[src/rtl/lsu_stage_pkg.sv]
// Shared encodings for the load/store unit: access size codes, response
// error codes, FSM states and a size-to-byte-count helper.
package lsu_stage_pkg;

  localparam logic [1:0] SZ_B = 2'd0;
  localparam logic [1:0] SZ_H = 2'd1;
  localparam logic [1:0] SZ_W = 2'd2;
  localparam logic [1:0] SZ_D = 2'd3;

  localparam logic [1:0] ERR_OK      = 2'd0;
  localparam logic [1:0] ERR_ALIGN   = 2'd1;
  localparam logic [1:0] ERR_SIZE    = 2'd2;
  localparam logic [1:0] ERR_TIMEOUT = 2'd3;

  typedef enum logic [1:0] {
    ST_IDLE   = 2'd0,
    ST_ACCESS = 2'd1,
    ST_RESP   = 2'd2
  } lsu_state_e;

  function automatic logic [3:0] size_bytes(input logic [1:0] size);
    return 4'd1 << size;
  endfunction

endpackage

[src/rtl/lsu_stage_lane.sv]
// Big-endian lane steering: places store data into byte lanes with enables,
// and extracts/extends load data from the same lanes.
module lsu_lane import lsu_stage_pkg::*; #(
  parameter  int DATA_W = 32,
  localparam int NB     = DATA_W / 8,
  localparam int OFF_W  = $clog2(NB)
) (
  input  logic [OFF_W-1:0]  i_off,
  input  logic [1:0]        i_size,
  input  logic              i_signed,
  input  logic [DATA_W-1:0] i_wdata,
  input  logic [DATA_W-1:0] i_rdata,
  output logic [DATA_W-1:0] o_wdata,
  output logic [NB-1:0]     o_be,
  output logic [DATA_W-1:0] o_rdata
);

  logic [3:0] w_nb;
  logic       w_fits;
  logic       w_top;

  assign w_nb   = size_bytes(i_size);
  assign w_fits = (int'(w_nb) <= NB);
  // Offset 0 is the most-significant byte, so the field's MSB is lane i_off's top bit.
  assign w_top  = i_rdata[8*(NB-1-int'(i_off)) + 7];

  // Store: low-order field bytes go MSB-first into offsets off..off+nb-1.
  always_comb begin
    o_wdata = '0;
    o_be    = '0;
    for (int i = 0; i < NB; i++) begin
      if (w_fits && (i >= int'(i_off)) && (i < int'(i_off) + int'(w_nb))) begin
        o_be[i] = 1'b1;
        o_wdata[8*(NB-1-i) +: 8] = i_wdata[8*(int'(w_nb)-1-(i-int'(i_off))) +: 8];
      end else begin
        o_be[i] = 1'b0;
      end
    end
  end

  // Load: gather the same lanes right-justified; the wrap mask only matters
  // for misaligned combinations that never reach a response.
  always_comb begin
    o_rdata = '0;
    for (int j = 0; j < NB; j++) begin
      if (w_fits && (j < int'(w_nb))) begin
        o_rdata[8*j +: 8] =
          i_rdata[8*((NB - int'(i_off) - int'(w_nb) + j) & (NB - 1)) +: 8];
      end else if (w_fits) begin
        o_rdata[8*j +: 8] = {8{i_signed & w_top}};
      end else begin
        o_rdata[8*j +: 8] = 8'h00;
      end
    end
  end

endmodule

[src/rtl/lsu_stage.sv]
// Memory-stage load/store unit: sized, aligned, big-endian accesses over a
// variable-latency req/ack handshake with a watchdog; stalls while busy.
module lsu_stage import lsu_stage_pkg::*; #(
  parameter  int DATA_W   = 32,
  parameter  int ADDR_W   = 32,
  parameter  int MAX_WAIT = 255,
  localparam int NB       = DATA_W / 8,
  localparam int OFF_W    = $clog2(NB)
) (
  input  logic              clk,
  input  logic              rst,
  input  logic              req_valid,
  output logic              req_ready,
  input  logic              req_write,
  input  logic [1:0]        req_size,
  input  logic              req_signed,
  input  logic [ADDR_W-1:0] req_addr,
  input  logic [DATA_W-1:0] req_wdata,
  output logic              rsp_valid,
  output logic [DATA_W-1:0] rsp_rdata,
  output logic [1:0]        rsp_err,
  output logic              stall,
  output logic              mem_req,
  output logic              mem_we,
  output logic [ADDR_W-1:0] mem_addr,
  output logic [NB-1:0]     mem_be,
  output logic [DATA_W-1:0] mem_wdata,
  input  logic              mem_ack,
  input  logic [DATA_W-1:0] mem_rdata
);

  localparam int         CNT_W  = $clog2(MAX_WAIT + 1);
  localparam logic [2:0] MAX_SZ = 3'(OFF_W);

  lsu_state_e r_state;
  lsu_state_e w_next;

  logic [CNT_W-1:0]  r_cnt;
  logic [OFF_W-1:0]  r_off;
  logic [1:0]        r_size;
  logic              r_signed;
  logic              r_write;
  logic              r_rsp_valid;
  logic [DATA_W-1:0] r_rsp_rdata;
  logic [1:0]        r_rsp_err;
  logic              r_mem_req;
  logic              r_mem_we;
  logic [ADDR_W-1:0] r_mem_addr;
  logic [NB-1:0]     r_mem_be;
  logic [DATA_W-1:0] r_mem_wdata;

  logic              w_size_bad;
  logic [2:0]        w_amask;
  logic              w_misalign;
  logic [1:0]        w_req_err;
  logic              w_timeout;
  logic [OFF_W-1:0]  w_lane_off;
  logic [1:0]        w_lane_size;
  logic              w_lane_signed;
  logic [DATA_W-1:0] w_lane_wdata;
  logic [NB-1:0]     w_lane_be;
  logic [DATA_W-1:0] w_lane_rdata;

  assign w_size_bad = ({1'b0, req_size} > MAX_SZ);
  assign w_amask    = 3'(size_bytes(req_size) - 4'd1);
  assign w_misalign = |(req_addr[2:0] & w_amask);
  assign w_req_err  = w_size_bad ? ERR_SIZE : (w_misalign ? ERR_ALIGN : ERR_OK);
  assign w_timeout  = (r_cnt == CNT_W'(MAX_WAIT));

  // The lane block sees the live request while idle and the latched one afterwards.
  assign w_lane_off    = (r_state == ST_IDLE) ? req_addr[OFF_W-1:0] : r_off;
  assign w_lane_size   = (r_state == ST_IDLE) ? req_size : r_size;
  assign w_lane_signed = (r_state == ST_IDLE) ? req_signed : r_signed;

  lsu_lane #(.DATA_W(DATA_W)) u_lane (
    .i_off    (w_lane_off),
    .i_size   (w_lane_size),
    .i_signed (w_lane_signed),
    .i_wdata  (req_wdata),
    .i_rdata  (mem_rdata),
    .o_wdata  (w_lane_wdata),
    .o_be     (w_lane_be),
    .o_rdata  (w_lane_rdata)
  );

  // State register.
  always_ff @(posedge clk or negedge rst) begin
    if (!rst) begin
      r_state <= ST_IDLE;
    end else begin
      r_state <= w_next;
    end
  end

  // Next-state decode.
  always_comb begin
    w_next = r_state;
    case (r_state)
      ST_IDLE: begin
        if (req_valid) begin
          w_next = (w_req_err != ERR_OK) ? ST_RESP : ST_ACCESS;
        end else begin
          w_next = ST_IDLE;
        end
      end
      ST_ACCESS: begin
        if (mem_ack || w_timeout) begin
          w_next = ST_RESP;
        end else begin
          w_next = ST_ACCESS;
        end
      end
      ST_RESP: w_next = ST_IDLE;
      default: w_next = ST_IDLE;
    endcase
  end

  // Handshake outputs decoded straight from the state.
  always_comb begin
    req_ready = 1'b0;
    stall     = 1'b0;
    case (r_state)
      ST_IDLE:   req_ready = 1'b1;
      ST_ACCESS: stall     = 1'b1;
      ST_RESP:   req_ready = 1'b0;
      default:   req_ready = 1'b0;
    endcase
  end

  // Request latching, memory drive, watchdog and response registers.
  always_ff @(posedge clk or negedge rst) begin
    if (!rst) begin
      r_cnt       <= '0;
      r_off       <= '0;
      r_size      <= 2'd0;
      r_signed    <= 1'b0;
      r_write     <= 1'b0;
      r_rsp_valid <= 1'b0;
      r_rsp_rdata <= '0;
      r_rsp_err   <= ERR_OK;
      r_mem_req   <= 1'b0;
      r_mem_we    <= 1'b0;
      r_mem_addr  <= '0;
      r_mem_be    <= '0;
      r_mem_wdata <= '0;
    end else begin
      case (r_state)
        ST_IDLE: begin
          r_rsp_valid <= 1'b0;
          if (req_valid) begin
            r_off    <= req_addr[OFF_W-1:0];
            r_size   <= req_size;
            r_signed <= req_signed;
            r_write  <= req_write;
            r_cnt    <= '0;
            if (w_req_err != ERR_OK) begin
              r_rsp_valid <= 1'b1;
              r_rsp_err   <= w_req_err;
              r_rsp_rdata <= '0;
            end else begin
              r_mem_req   <= 1'b1;
              r_mem_we    <= req_write;
              r_mem_addr  <= {req_addr[ADDR_W-1:OFF_W], {OFF_W{1'b0}}};
              r_mem_be    <= w_lane_be;
              r_mem_wdata <= req_write ? w_lane_wdata : '0;
            end
          end
        end
        ST_ACCESS: begin
          if (mem_ack) begin
            r_mem_req   <= 1'b0;
            r_rsp_valid <= 1'b1;
            r_rsp_err   <= ERR_OK;
            r_rsp_rdata <= r_write ? '0 : w_lane_rdata;
          end else if (w_timeout) begin
            r_mem_req   <= 1'b0;
            r_rsp_valid <= 1'b1;
            r_rsp_err   <= ERR_TIMEOUT;
            r_rsp_rdata <= '0;
          end else begin
            r_cnt <= r_cnt + CNT_W'(1);
          end
        end
        ST_RESP: r_rsp_valid <= 1'b0;
        default: r_rsp_valid <= 1'b0;
      endcase
    end
  end

  assign rsp_valid = r_rsp_valid;
  assign rsp_rdata = r_rsp_rdata;
  assign rsp_err   = r_rsp_err;
  assign mem_req   = r_mem_req;
  assign mem_we    = r_mem_we;
  assign mem_addr  = r_mem_addr;
  assign mem_be    = r_mem_be;
  assign mem_wdata = r_mem_wdata;

endmodule
[config.mk]
export PLATFORM = sky130hd
export DESIGN_NAME = lsu_stage
export DESIGN_NICKNAME = d
export VERILOG_FILES = /design/src/rtl/lsu_stage_pkg.sv /design/src/rtl/lsu_stage_lane.sv /design/src/rtl/lsu_stage.sv
export SDC_FILE = /design/constraint.sdc
export NUM_CORES = 1
export LEC_CHECK = 0
export BUFFER_PORTS_ARGS = -buffer_cell sky130_fd_sc_hd__buf_2
export CAP_MARGIN = 10
export CORE_ASPECT_RATIO = 0.9
export CORE_UTILIZATION = 47
export DETAILED_ROUTE_END_ITERATION = 8
export PLACE_DENSITY = 0.77
export SLEW_MARGIN = 20
export SYNTH_ARGS = -nofsm -noshare
export SYNTH_HDL_FRONTEND = slang
export SYNTH_SLANG_ARGS = --single-unit
[constraint.sdc]
create_clock -name clk -period 3.1 [get_ports clk]
set_input_delay 0.62 -clock clk [delete_from_list [all_inputs] [get_ports clk]]
set_output_delay 0.62 -clock clk [all_outputs]
set_load 0.01 [all_outputs]
==> flow_summary.yaml <==
global_routing:
  grt_first_pass_wirelength_um: 30000
  antenna_found_initial: 0
  grt_max_degree: 60
  grt.total_usage_pct: 26.6
  overflow: 0
  grt_pass1_vias: 5968
synth:
  synth.distinct_cells: 59
  synth_area_leaders: "dfrtp_1, mux2_2, mux2i_1"
  yosys_most_used_dff: "dfrtp_1"
  syn_area_sq_um: 6670
  post_synth.cell_area_avg_sq_um: 11.2
  synth_top_area_cell: "dfrtp_1"
  synth_edf_count: 0
  async_flop_share_pct: 100
  yosysTopAreaCellShare_pct: 44.6
  synth_seq_cells: 119
  seq_area_frac_synth_pct: 44.6
  synth_cells: 598
  ys_warn_count: 0
drt:
  dr_total_vias: 5867
  wl_per_cell_um: 18.3
  via_per_inst: 5.68
  drt_iter0_markers: 487
  routed_wl_um: 18900
  remaining_drc_errors: 0
  antenna_left: 0
  firstDrtPassIters: 6
critical_path:
  critPathMaxStageDelay_ns: 0.44
  r2r_setup_slack_ns: 0.1
  crit_type: "reg2reg"
  critPathSlowestCell: "dfrtp_2"
  critical_path_peak_fanout: 6
  startpoint: "r_state[1]"
  r2r_start: "r_state[1]"
  end_kind: "flip-flop"
  worstPathArrival_ns: 3.35
  worstPathCellList: "nor2_4 -> mux2_4 -> inv_4 -> ha_4 -> ha_4 -> inv_4 -> fa_2 -> nor2b_4 -> o21bai_4 -> a2111o_1 -> nor3_4 -> buf_6 -> a32o_1"
  required_ns: 3.45
  r2r_cells: 13
  start_kind: "flip-flop"
  r2r_end: "mem_wdata[9]"
flow_run:
  maxCapViolCount: 0
die:
  die_h_um: 115
  rows: 40
  ios: 211
  die_x_um: 128
  start_util_pct: 49.0
  die_area_sq_um: 14700
  core_sq_um: 13600
clocking:
  path_clk_slew_ns: 0.05
  cts_tree: "built"
  cts.path.max_buffers: 2
  htree_levels: 4
  clockRootBuffer: "clkbuf_16"
  cts_buffers: 17
  clkSinkCount: 119
  clk_latency_ns: 0.42
worst_hold_path:
  min_path_type: "in2async"
power_and_ir_drop:
  cellPowerDensity_nw_per_um2: 946
  peakVddDrop_mv: 0.578
  p_leak_nw: 4.63
place:
  gp_congestion: 0.927
  port-buffer-count: 208
  hpwl_um: 14200
  post-place-ws_ns: -0.189
layout:
  drive_gt1_share_pct: 44.0
  finalNetCount: 961
  num_antenna_cells: 0
  final_common_cell: "buf_2"
  final_cell_mix: "buf_2, dfrtp_1, nand2_1"
  area_growth_pct: 33.1
sta:
  hold_viol_final: 0
  slew-limit-headroom_pct: 52.6
  max_freq_mhz: 333
  worst_slew_pin_slew_ns: 0.709
  rsz0062_at_grt: "true"
  fin_tns_setup_ns: 0
  min_period_over_period_pct: 96.8
  setup_viol: 0
  finalCriticalPeriod_ns: 3.00
  fin_ws_ns: 0.0990
  drv_slew: 0
  worst_clock_skew_ns: 0.00735
status:
  status: "finished, final reports clean"
[cells in the mapped netlist, types with 20 or more instances]
cell type,count
ha_1,20
dfrtp_1,119
nor2_1,30
inv_1,26
mux2_2,41
o22ai_1,24
a21oi_1,27
nand2_1,68
a211o_1,25
clkbuf_1,21
o21ai_0,23
mux2i_1,39
[critical path, delay by kind of cell (launching register included)]
kind            cells  cell delay [ns]
compound gates      3             0.79
fa+ha+maj           3             0.61
simple gates        3             0.50
flops               1             0.44
mux                 1             0.34
buf+inv             3             0.25
[worst max path at each step]
stage | endpoint | slack, ns | cells after the start
after floorplan | mem_wdata[10] | -0.04 | 13
final | mem_wdata[9] | 0.1 | 13
after CTS | mem_wdata[9] | 0.03 | 13
after global routing | mem_wdata[9] | -0.02 | 13
after detailed placement | mem_wdata[15] | -0.19 | 12
after global placement | mem_wdata[10] | -0.09 | 12
[power by group]
part	switching [W]	internal, W
sequential	0.000251	0.00198
combinational	0.00224	0.00208
clock	0.000712	0.00114
[cell type report]
cell class,count,area (sq um)
clock inverter,10,98.8
multi-input combinational,416,3550
clock buffer,21,460
timing repair buffer,251,1450
inverter,27,113
tap,189,236
sequential,119,2980
fill,1091,4730
[flip-flops by register name (all words and copies together), names as in the netlist]
| signal | flops |
|---|---|
| mem_we | 1 |
| r_signed | 1 |
| r_state | 2 |
| mem_wdata | 32 |
| rsp_rdata | 32 |
| rsp_err | 2 |
| r_write | 1 |
| r_off | 2 |
| r_size | 2 |
| rsp_valid | 1 |
| mem_be | 4 |
| r_cnt | 8 |
| mem_req | 1 |
| mem_addr | 30 |
[per-layer routing]
| layer | share of wire, % | track usage, % | routed length, um | up-vias |
|---|---|---|---|---|
| li1 | - | - | - | 2664 |
| met2 | 48 | 41.9 | 9110 | 282 |
| met1 | 42 | 34.3 | 7910 | 2881 |
| met4 | 2.6 | 12.7 | 493 | 0 |
| met5 | 0 | 0 | 0 | - |
| met3 | 7.3 | 7.31 | 1380 | 40 |
[logic make-up (layout without fill, tap and decap cells)]
group / Yosys count / count (layout) / synth area share (%)
compound gates: 146 / 146 / 16.3
simple gates: 132 / 132 / 8.93
flops: 119 / 119 / 44.6
mux: 97 / 97 / 18.5
buf+inv: 64 / 309 / 4.29
fa+ha+maj: 25 / 25 / 5.25
xor+xnor: 14 / 14 / 2.06
other cells: 1 / 2 / 0.0562
[stage by stage]
stage	power [W]	cell area, sq um	hold WS [ns]	util, %	instances
3_3_place_gp	0.00635	8250	0.458	60.6	999
2_1_floorplan	0.00500	6770	0.324	-	599
3_5_place_dp	0.00647	8250	0.465	60.6	999
4_1_cts	0.00837	8840	0.185	64.9	1032
6_report	0.00840	8880	0.181	65.2	1033
5_1_grt	0.00890	8880	0.211	65.2	1033
[timing repair]
| action | CTS | global route |
|---|---|---|
| pin swaps | 1 | 4 |
| setup buffers | 2 | 1 |
| gates resized for setup | 2 | 11 |
| hold buffers | 0 | 0 |
| endpoints found under the setup margin | 16 | 48 |
Note: power is estimated with default switching activity, not from simulation.
